[config.mk]
export PLATFORM = sky130hd
export DESIGN_NAME = bounce_gen
export DESIGN_NICKNAME = d
export VERILOG_FILES = /design/src/rtl/bounce_gen.sv
export SDC_FILE = /design/constraint.sdc
export NUM_CORES = 1
export LEC_CHECK = 0
export CORE_MARGIN = 2
export CORE_UTILIZATION = 33
export CTS_CLUSTER_DIAMETER = 100
export DETAILED_ROUTE_END_ITERATION = 16
export GPL_ROUTABILITY_DRIVEN = 0
export SETUP_SLACK_MARGIN = 0.4
export SLEW_MARGIN = 5
export SYNTH_ARGS = -nofsm -noshare
export SYNTH_HDL_FRONTEND = slang
export SYNTH_SLANG_ARGS = --single-unit
[constraint.sdc]
create_clock -name clk -period 3.6 [get_ports clk]
set_clock_uncertainty 0.2 [all_clocks]
set_input_delay 0.72 -clock clk [delete_from_list [all_inputs] [get_ports clk]]
set_output_delay 0.72 -clock clk [all_outputs]
set_load 0.05 [all_outputs]
[src/rtl/bounce_gen.sv]
// Switch-bounce emulator: turns a clean clk-synchronous level into a bouncy copy with a
// pseudo-random toggle burst after each edge, always settling to the new clean level.
module bounce_gen #(
    parameter int          BOUNCE_CYCLES  = 20000,
    parameter int          MIN_HOLD       = 50,
    parameter int          HOLD_RAND_BITS = 8,
    parameter logic [15:0] LFSR_SEED      = 16'hACE1
) (
    input  logic        clk,
    input  logic        rst_n,
    input  logic        enable,
    input  logic        clean_in,
    output logic        bouncy_out,
    output logic        busy,
    output logic [15:0] toggle_count
);
    localparam int WIN_W  = $clog2(BOUNCE_CYCLES);
    localparam int HOLD_W = $clog2(MIN_HOLD + (1 << HOLD_RAND_BITS));

    // An all-zero seed would lock the LFSR, so it is swapped for 1.
    localparam logic [15:0]       SEED      = (LFSR_SEED == 16'h0000) ? 16'h0001 : LFSR_SEED;
    localparam logic [15:0]       RAND_MASK = 16'((32'd1 << HOLD_RAND_BITS) - 32'd1);
    localparam logic [WIN_W-1:0]  WIN_LOAD  = WIN_W'(BOUNCE_CYCLES - 1);
    localparam logic [WIN_W-1:0]  WIN_ZERO  = {WIN_W{1'b0}};
    localparam logic [HOLD_W-1:0] HOLD_MIN  = HOLD_W'(MIN_HOLD);
    localparam logic [HOLD_W-1:0] HOLD_ZERO = {HOLD_W{1'b0}};

    localparam logic [0:0] ST_IDLE   = 1'b0;
    localparam logic [0:0] ST_BOUNCE = 1'b1;

    logic [0:0]        r_state;
    logic              r_bouncy;
    logic              r_target;
    logic [WIN_W-1:0]  r_window;
    logic [HOLD_W-1:0] r_hold;
    logic [15:0]       r_count;
    logic [15:0]       r_lfsr;

    logic [0:0]        w_state_nxt;
    logic              w_bouncy_nxt;
    logic              w_target_nxt;
    logic [WIN_W-1:0]  w_window_nxt;
    logic [HOLD_W-1:0] w_hold_nxt;
    logic [15:0]       w_count_nxt;
    logic [15:0]       w_lfsr_nxt;
    logic [HOLD_W-1:0] w_hold_load;
    logic [15:0]       w_count_inc;

    // Next-state logic: LFSR step, bounce window / hold countdown and output toggling.
    always_comb begin
        w_lfsr_nxt   = {1'b0, r_lfsr[15:1]} ^ (r_lfsr[0] ? 16'hB400 : 16'h0000);
        w_hold_load  = HOLD_MIN + HOLD_W'(r_lfsr & RAND_MASK);
        w_count_inc  = (r_count == 16'hFFFF) ? 16'hFFFF : (r_count + 16'd1);
        w_state_nxt  = r_state;
        w_bouncy_nxt = r_bouncy;
        w_target_nxt = r_target;
        w_window_nxt = r_window;
        w_hold_nxt   = r_hold;
        w_count_nxt  = r_count;
        case (r_state)
            ST_IDLE: begin
                if (!enable) begin
                    w_bouncy_nxt = clean_in;
                    w_target_nxt = clean_in;
                end else if (clean_in != r_target) begin
                    w_target_nxt = clean_in;
                    w_bouncy_nxt = clean_in;
                    w_window_nxt = WIN_LOAD;
                    w_hold_nxt   = w_hold_load;
                    w_count_nxt  = 16'd1;
                    w_state_nxt  = ST_BOUNCE;
                end else begin
                    w_state_nxt  = ST_IDLE;
                end
            end
            ST_BOUNCE: begin
                if (!enable) begin
                    w_bouncy_nxt = clean_in;
                    w_target_nxt = clean_in;
                    w_state_nxt  = ST_IDLE;
                end else if (clean_in != r_target) begin
                    // Re-edge restarts the window only; output and hold carry on.
                    w_target_nxt = clean_in;
                    w_window_nxt = WIN_LOAD;
                end else if (r_window == WIN_ZERO) begin
                    w_bouncy_nxt = r_target;
                    w_state_nxt  = ST_IDLE;
                    if (r_bouncy != r_target) begin
                        w_count_nxt = w_count_inc;
                    end else begin
                        w_count_nxt = r_count;
                    end
                end else begin
                    w_window_nxt = r_window - WIN_W'(1);
                    if (r_hold == HOLD_ZERO) begin
                        w_hold_nxt = w_hold_load;
                        if (r_lfsr[15]) begin
                            w_bouncy_nxt = ~r_bouncy;
                            w_count_nxt  = w_count_inc;
                        end else begin
                            w_bouncy_nxt = r_bouncy;
                        end
                    end else begin
                        w_hold_nxt = r_hold - HOLD_W'(1);
                    end
                end
            end
            default: begin
                w_state_nxt = ST_IDLE;
            end
        endcase
    end

    // State registers with asynchronous active-low reset.
    always_ff @(posedge clk or negedge rst_n) begin
        if (!rst_n) begin
            r_state  <= ST_IDLE;
            r_bouncy <= 1'b0;
            r_target <= 1'b0;
            r_window <= WIN_ZERO;
            r_hold   <= HOLD_ZERO;
            r_count  <= 16'd0;
            r_lfsr   <= SEED;
        end else begin
            r_state  <= w_state_nxt;
            r_bouncy <= w_bouncy_nxt;
            r_target <= w_target_nxt;
            r_window <= w_window_nxt;
            r_hold   <= w_hold_nxt;
            r_count  <= w_count_nxt;
            r_lfsr   <= w_lfsr_nxt;
        end
    end

    assign bouncy_out   = r_bouncy;
    assign busy         = (r_state == ST_BOUNCE);
    assign toggle_count = r_count;

endmodule

==> results of run 1 <==
cell usage after synthesis, types with 8 or more instances:
cell / n / area [um2]
sky130_fd_sc_hd__nand3_1: 15 / 75.1
sky130_fd_sc_hd__dfrtp_1: 51 / 1280
sky130_fd_sc_hd__nand2_1: 35 / 131
sky130_fd_sc_hd__a21oi_1: 23 / 115
sky130_fd_sc_hd__o21ai_0: 30 / 150
sky130_fd_sc_hd__xnor2_1: 10 / 87.6
sky130_fd_sc_hd__inv_1: 13 / 48.8
sky130_fd_sc_hd__nor2_1: 24 / 90.1
sky130_fd_sc_hd__a22o_1: 8 / 70.1
sky130_fd_sc_hd__dfstp_2: 8 / 210
sky130_fd_sc_hd__nor3_1: 8 / 40.0
sky130_fd_sc_hd__xor2_1: 10 / 87.6
state kept, by name, indices dropped and copies added, names as in the netlist:
signal        cells
r_lfsr           16
busy              1
r_target          1
r_window         15
toggle_count     16
r_hold            9
bouncy_out        1
through the flow:
step | hold WS (ps) | power (mW) | cells | worst slack (ps)
floorplan | 131 | 1.05 | 324 | 1270
global placement | 141 | 1.17 | 450 | 312
detailed placement | 140 | 1.17 | 450 | 307
CTS | 158 | 1.78 | 465 | 670
global route | 162 | 1.87 | 465 | 413
finish | 154 | 1.76 | 465 | 665
worst max-delay path by stage:
stage | startpoint | depth (start not counted) | end | slack, ps
finish | clean_in | 8 | r_hold[6] | 670
global placement | clean_in | 7 | r_hold[3] | 310
detailed placement | clean_in | 7 | r_hold[5] | 310
global route | clean_in | 8 | r_hold[7] | 410
floorplan | clean_in | 9 | r_window[11] | 1270
CTS | clean_in | 8 | r_hold[7] | 670
kinds of logic after synthesis:
group,after synthesis
multiplexers,1
AO/OA/AOI/OAI,91
adder cells (fa/ha/maj),4
XOR/XNOR,20
buffers and inverters,27
flip-flops,59
AND/OR/NAND/NOR,122
layer usage:
metal | GRT usage [%] | up-vias | share of wire, %
li1 | - | 1213 | -
met1 | 19.6 | 1159 | 49
met2 | 21.8 | 55 | 45
met3 | 3.34 | 14 | 3.5
met4 | 6.32 | 0 | 2.3
met5 | 0 | - | 0
power groups by stage:
stage / registers [mW] / logic (mW) / clock network [mW]
floorplan: 0.834 / 0.220 / 0
global placement: 0.792 / 0.374 / 0
detailed placement: 0.793 / 0.381 / 0
CTS: 0.782 / 0.382 / 0.618
global route: 0.795 / 0.425 / 0.646
finish: 0.784 / 0.379 / 0.596
cells in the final DEF, fill, tap and decap left out, types with 8 or more instances in the layout:
| cell | n |
|---|---|
| sky130_fd_sc_hd__nand2_1 | 35 |
| sky130_fd_sc_hd__clkbuf_8 | 11 |
| sky130_fd_sc_hd__xnor2_1 | 10 |
| sky130_fd_sc_hd__dfrtp_1 | 51 |
| sky130_fd_sc_hd__a21oi_1 | 23 |
| sky130_fd_sc_hd__nor2_1 | 24 |
| sky130_fd_sc_hd__nor3_1 | 8 |
| sky130_fd_sc_hd__o21ai_0 | 30 |
| sky130_fd_sc_hd__inv_1 | 13 |
| sky130_fd_sc_hd__a22o_1 | 8 |
| sky130_fd_sc_hd__nand3_1 | 15 |
| sky130_fd_sc_hd__xor2_1 | 10 |
| sky130_fd_sc_hd__clkdlybuf4s50_1 | 20 |
| sky130_fd_sc_hd__dfstp_2 | 8 |
final cells by class:
cell class              instances  area, um2
fillers                       931       5540
clock inverters                 2       35.0
multi-input cells             238       1450
well taps                     111        139
flip-flops and latches         59       1490
repair buffers                 27        250
inverters                      15       56.3
clock buffers                  13        159
critical path, stage by stage:
cell and delay [ps]:
sky130_fd_sc_hd__clkdlybuf4s50_1 520, sky130_fd_sc_hd__xor2_1 260, sky130_fd_sc_hd__and2_1 260, sky130_fd_sc_hd__a31oi_1 370, sky130_fd_sc_hd__inv_2 200, sky130_fd_sc_hd__a21boi_1 410, sky130_fd_sc_hd__o21ai_0 150, sky130_fd_sc_hd__o21ai_0 90
==> summary.md, run 1 <==
In this run, CTS created clock tree buffers numbering 9. The flow ran to the end, and the final reports show no timing, DRC or antenna violations. The synthesized instance count came out at 324. The max-capacitance violation count is 0. The number of nets in the synthesized netlist is 332. The Yosys step of the flow raised 0 warnings. After detailed routing, the average wire length per cell comes to 14.3 um.

The sink count of the clock tree came out at 59. Dividing total power by cell area gives a power density of 492 nW/um2. After clock tree synthesis, the flow added hold-fix buffers numbering 0. From synthesis to final layout, the design area changed by 16.8%.

Synthesized area divided by synthesized cell count: 9.44 um2. The floorplan step defined a die boundary enclosing 10100 um2. The path with the worst hold slack has its endpoint at r_lfsr[7]. IR analysis of the VDD net gives a maximum drop of 0.200 mV. 22 I/O pins were placed.

The number of setup buffers added after CTS was 0. The synthesized design contains 59 register bits. The total via count in the routed design was 2441. The nature of the critical path endpoint was a flip-flop. Primary flip-flop cell chosen by synthesis mapping: sky130_fd_sc_hd__dfrtp_1. For the half-perimeter wire length after placement, the log shows 4.56 mm. The depth of the worst register-to-register path works out to 9. Measured along the y axis, the die boundary spans 100 um. In this run the horizontal extent of the chip is 100 um. The tools report the final max-slew violation count as 0. The required time of the critical path was 3650 ps; the post-route clock period utilization was 81.5%. The worst slew margin relative to its limit was 34.0%; the share of cell area taken by muxes after synthesis was 0.327%. The number of port buffers came out at 21. The maximum number of pins on one net before global-route repair was 45; the number of hold violations in the final report was 0.

The count of cell types in the netlist is 52. Summing the areas of all compound-gate instances in the mapped netlist gives 18.5% of the synthesized area. The number of antenna diodes in the final layout is 0. The per-cell via count in the routed design came out at 5.25. The internal power of the cells was 1.21 mW.

The critical path is of the in -> reg type. The cell row count was 35; the switching power was 0.548 mW. CTS placed an instance of sky130_fd_sc_hd__clkbuf_8 at the clock tree root.

The clock period could shrink to 2930 ps. The overall track demand over capacity in global routing was 14.4%. The worst hold path begins at r_lfsr[8]. The number of global-route vias before repair was 2381; the combinational cell fraction of total power was 21.6%.

The total overflow left after global routing is 0. For this run, asynchronously set or reset flops after synthesis account for 100%. For the post-cts sizing count, the log shows 0. The xor-xnor portion of the synthesized cell area was 5.73%; the transition time of the tightest slew-check pin was 991 ps.

Capture instance of the worst register-to-register path: r_hold[6]. The maximum fanout along the worst path was 12. The launching point of the worst reg2reg path is r_window[0]. Of the total power, the share spent switching nets is 31.1%. Summed over all failing endpoints, the final setup total negative slack is 0 ps. The logs give 44.6% for the part of the total power dissipated in sequential elements and 2 for the maximum buffer depth of the clock tree. The run gives 0 as the number of nets with antenna violations after detailed routing.

After clock tree synthesis, the clock-pin slew on the worst setup and hold paths is 60 ps. The final layout contains 358 nets. For this configuration, the core starts out at a cell density of 33.6%.

After Yosys synthesis, full adders, half adders and majority gates account for 1.64% of the synthesized area. The run gives 0 as the initial antenna violation count. STA classifies the critical path startpoint as a primary input. Of the synthesized area, sequential elements account for 48.6%. In this run the register-to-register setup slack is 930 ps. The detailed-router iteration count before antenna repair is 4, and the leakage component of the power is 1.46 nW. The post-route netlist has 11.0% of its cells at a drive strength greater than 1.

The achievable frequency was 341 MHz; the placement-stage cell area was 3380 um2. In the routed design, unresolved DRC markers number 0. The data arrival time of the critical path is 2990 ps. TritonCTS built the clock tree. Counting instances, the worst hold path has a depth of 0. The path class of the tightest hold or removal check is reg -> reg. In this run, the clock network consumes 33.9% of the power. The final instance area is 3570 um2. The H-tree depth reported by CTS came out at 3. Summing the areas of all and, or, nand and nor instances in the mapped netlist gives 21.1% of the synthesized area. Post-route core utilization: 39.2%. The tools report the floorplan core area as 9110 um2. Counting flops with a built-in enable in the synthesized netlist gives 0. The first global-routing pass estimated 11.3 mm of wire. The setup violation total in the final timing report is 0. The source-to-sink clock delay at the later pin of the worst-skew pair is 330 ps, and the final routed wirelength across all metal layers is 6.65 mm. In this run, the number of DRC markers left after iteration 0 of detailed routing was 84. The dominant combinational cell family by area after synthesis is simple AND/OR/NAND/NOR gates. Setup repair after global routing left no endpoint under its margin. The mapped netlist covers 3060 um2.
(Power assumes the default switching activity.)
==> run 2: changes to the inputs <==
==> constraint.sdc (replaced) <==
create_clock -name clk -period 2.89 [get_ports clk]
set_clock_uncertainty 0.2 [all_clocks]
set_input_delay 0.578 -clock clk [delete_from_list [all_inputs] [get_ports clk]]
set_output_delay 0.578 -clock clk [all_outputs]
set_load 0.05 [all_outputs]
==> summary.md, run 2 (synthesized netlist as in run 1, its figures left out) <==
The run finished with clean final reports. The fraction of layout instances using a drive strength above 1 works out to 17.9% (was 11.0%). The cell row count was 35 (unchanged); the horizontal die dimension was 100 um (unchanged). The maximum buffer depth of the clock tree was 2 (unchanged). The run gives 33.6% (unchanged) as the starting density of the core. The count of placed standard cells in the final layout, fillers left out was 485 (was 465); the final max-slew violation count was 0 (unchanged). For the internal power of the cells, the log shows 1.53 mW (was 1.21 mW). The setup violation total in the final timing report came out at 0 (unchanged). The initial detailed-routing violation count is 51 (was 84).

The maximum fanout along the worst path works out to 7 (was 12). The run gives 1.60 nW (was 1.46 nW) as the leakage component of the power. The library cell contributing the largest single delay on the critical path is sky130_fd_sc_hd__clkdlybuf4s50_1 (unchanged). The net switching fraction of the power works out to 32.3% (was 31.1%). The tools report the final instance area as 3820 um2 (was 3570 um2). For the peak supply drop, the log shows 0.273 mV (was 0.200 mV).

The number of hold violations in the final report was 0 (unchanged); the minimum period implied by the final worst setup slack was 2430 ps. The initial antenna violation count is 0 (unchanged). The CTS buffer count was 9 (unchanged); the global-route congestion overflow total was 0 (unchanged).

The logs give 4.78 mm (was 4.56 mm) for the half-perimeter wire length after placement and 10100 um2 (unchanged) for the die area. Based on the critical path, the design can be clocked at up to 412 MHz. The transition time of the tightest slew-check pin is 670 ps (was 991 ps). The number of inserted diodes is 0 (unchanged), and the count of placed standard cells including taps is 462 (was 450). The clock transition at the register clock pins on the worst setup and hold paths after CTS works out to 70 ps (was 60 ps). The final routed wirelength across all metal layers is 7.14 mm (was 6.65 mm), and the floorplan core area is 9110 um2 (unchanged). The register area is 1490 um2 (unchanged), and the max-capacitance violation count is 0 (unchanged). For the switching power, the log shows 0.731 mW (was 0.548 mW). The most common library cell in the layout ignoring fill and taps was sky130_fd_sc_hd__dfrtp_1 (unchanged). The tools report the post-route DRC violation count as 0 (unchanged).

Most used cells in the layout excluding fill and tap cells: sky130_fd_sc_hd__dfrtp_1, sky130_fd_sc_hd__nand2_1, sky130_fd_sc_hd__o21ai_0, sky130_fd_sc_hd__nor2_1, sky130_fd_sc_hd__a21oi_1 (unchanged). For the H-tree depth reported by CTS, the log shows 3 (unchanged). The overall track demand over capacity in global routing is 15.6% (was 14.4%), and the sink count of the clock tree is 59 (unchanged). The logs give 32.9% (was 33.9%) for the proportion of power drawn by the clock network and 4 (unchanged) for the detailed-router iteration count before antenna repair. The tools report the combinational cell fraction of total power as 23.4% (was 21.6%).

Source-to-sink clock delay at the later pin of the worst-skew pair: 340 ps (was 330 ps). Root buffer selected by CTS: sky130_fd_sc_hd__clkbuf_8 (unchanged). The hold buffer count at cts is 0 (unchanged), and the final-stage net count is 377 (was 358).

The run gives 55.3% (was 34.0%) as the worst slew margin relative to its limit. For the part of the total power dissipated in sequential elements, the log shows 43.7% (was 44.6%). TritonCTS built the clock tree. Setup repair after global routing could not meet its margin everywhere. The nature of the critical path endpoint is an output port (was a flip-flop). The required time of the critical path was 2110 ps (was 3650 ps); the placement-stage cell area was 3480 um2 (was 3380 um2). The tightest hold margin was 73.1 ps (was 154 ps); the buffering stage count on the worst path with inverters included was 1 (was 2).

The number of top-level pins is 22 (unchanged). The element type at the critical path start was a flip-flop (was a primary input). Per-cell via count in the routed design: 5.30 (was 5.25). The number of port buffers is 21 (unchanged), and the number of nets with antenna violations after detailed routing is 0 (unchanged). Final-layout fill cell count: 924 (was 931). The total via count in the routed design came out at 2570 (was 2441).

Die height: 100 um (unchanged). The type of the worst setup path was reg -> out (was in -> reg). The run gives 2489 (was 2381) as the number of global-route vias before repair.

Cell family with the largest share of critical-path delay: buffers and inverters (was compound AO/OA/AOI/OAI gates). Multi-input logic area: 1530 um2 (was 1450 um2). The area growth from synthesis to final layout came out at 25.0% (was 16.8%).

The post-route clock period utilization is 83.9%, and the wire length of the first global-routing pass is 12.3 mm (was 11.3 mm). Worst hold path class: in -> async (was reg -> reg). The data arrival time of the critical path is 1650 ps (was 2990 ps), and the ratio of total power to cell area is 591 nW/um2 (was 492 nW/um2). Cells along the critical path: clkdlybuf4s50_1 (was clkdlybuf4s50_1, xor2_1, and2_1, a31oi_1, inv_2, a21boi_1, o21ai_0, o21ai_0). The longest individual stage delay on the worst path was 840 ps (was 520 ps); the post-route core utilization was 42.0% (was 39.2%). Average detailed-routed wire length per instance: 14.7 um (was 14.3 um). For the maximum number of pins on one net before global-route repair, the log shows 33 (was 45).

The run gives 0 ps (unchanged) as the final total negative setup slack.
## run 2: cell count changes in the layout (fill, tap and decap cells not counted), moves of 2 or more
| cell | before | now |
|---|---|---|
| sky130_fd_sc_hd__nand2_2 | 0 | 2 |
| sky130_fd_sc_hd__buf_12 | 0 | 3 |
| sky130_fd_sc_hd__nand2_1 | 35 | 33 |
| sky130_fd_sc_hd__clkinv_2 | 1 | 3 |
| sky130_fd_sc_hd__clkdlybuf4s50_1 | 20 | 18 |
| sky130_fd_sc_hd__buf_4 | 6 | 20 |
| sky130_fd_sc_hd__o31ai_4 | 1 | 3 |
## run 2: power groups by stage
stage          registers [mW]  logic, mW  clock network (mW)
2_1_floorplan            1.04      0.274                   0
3_3_place_gp            0.991      0.490                   0
3_5_place_dp            0.995      0.496                   0
4_1_cts                 0.982      0.521               0.770
5_1_grt                 0.999      0.592               0.812
6_report                0.989      0.528               0.744
## run 2: timing repair
| action | CTS | global route |
|---|---|---|
| pin swaps | 2 | 2 |
| hold endpoints to repair | 0 | 0 |
| resized for setup | 4 | 9 |
| buffers inserted | 4 | 1 |
| setup endpoints to repair | 17 | 27 |
| gates cloned | 2 | 0 |
## run 2: cell type report
class	instances	share of cell area, %
clock buffers	11	3.70
flip-flops and latches	59	38.9
clock inverters	5	1.37
well taps	111	3.63
repair buffers	44	10.9
multi-input cells	240	40.1
inverters	15	1.47
## run 2: through the flow
| step | power [mW] | setup slack (ps) |
|---|---|---|
| global route | 2.40 | 336 |
| finish | 2.26 | 464 |
| global placement | 1.48 | 70.7 |
| detailed placement | 1.49 | 15.7 |
| floorplan | 1.31 | 564 |
| CTS | 2.27 | 372 |
## run 2: routing by layer
metal	vias to the layer above	track usage, %	share of wire (%)
li1	1267	-	-
met1	1253	21.5	48
met2	39	23.3	46
met3	11	3.90	3.3
met4	0	6.74	2.2
met5	-	0	0
## run 2: path summary, 6_finish.rpt
| path | from | to | slack, ps | cells past startpoint |
|---|---|---|---|---|
| worst max-delay path | toggle_count[7] | toggle_count[7] | 460 | 1 |
| worst min-delay path | rst_n | r_lfsr[8] | 70 | 1 |
| worst max register to register | r_window[0] | toggle_count[11] | 520 | 8 |
| worst min register to register | r_lfsr[12] | r_lfsr[11] | 150 | 0 |
| max in group asynchronous | rst_n | r_lfsr[6] | 1750 | 2 |
| min in group clk | r_lfsr[12] | r_lfsr[11] | 150 | 0 |
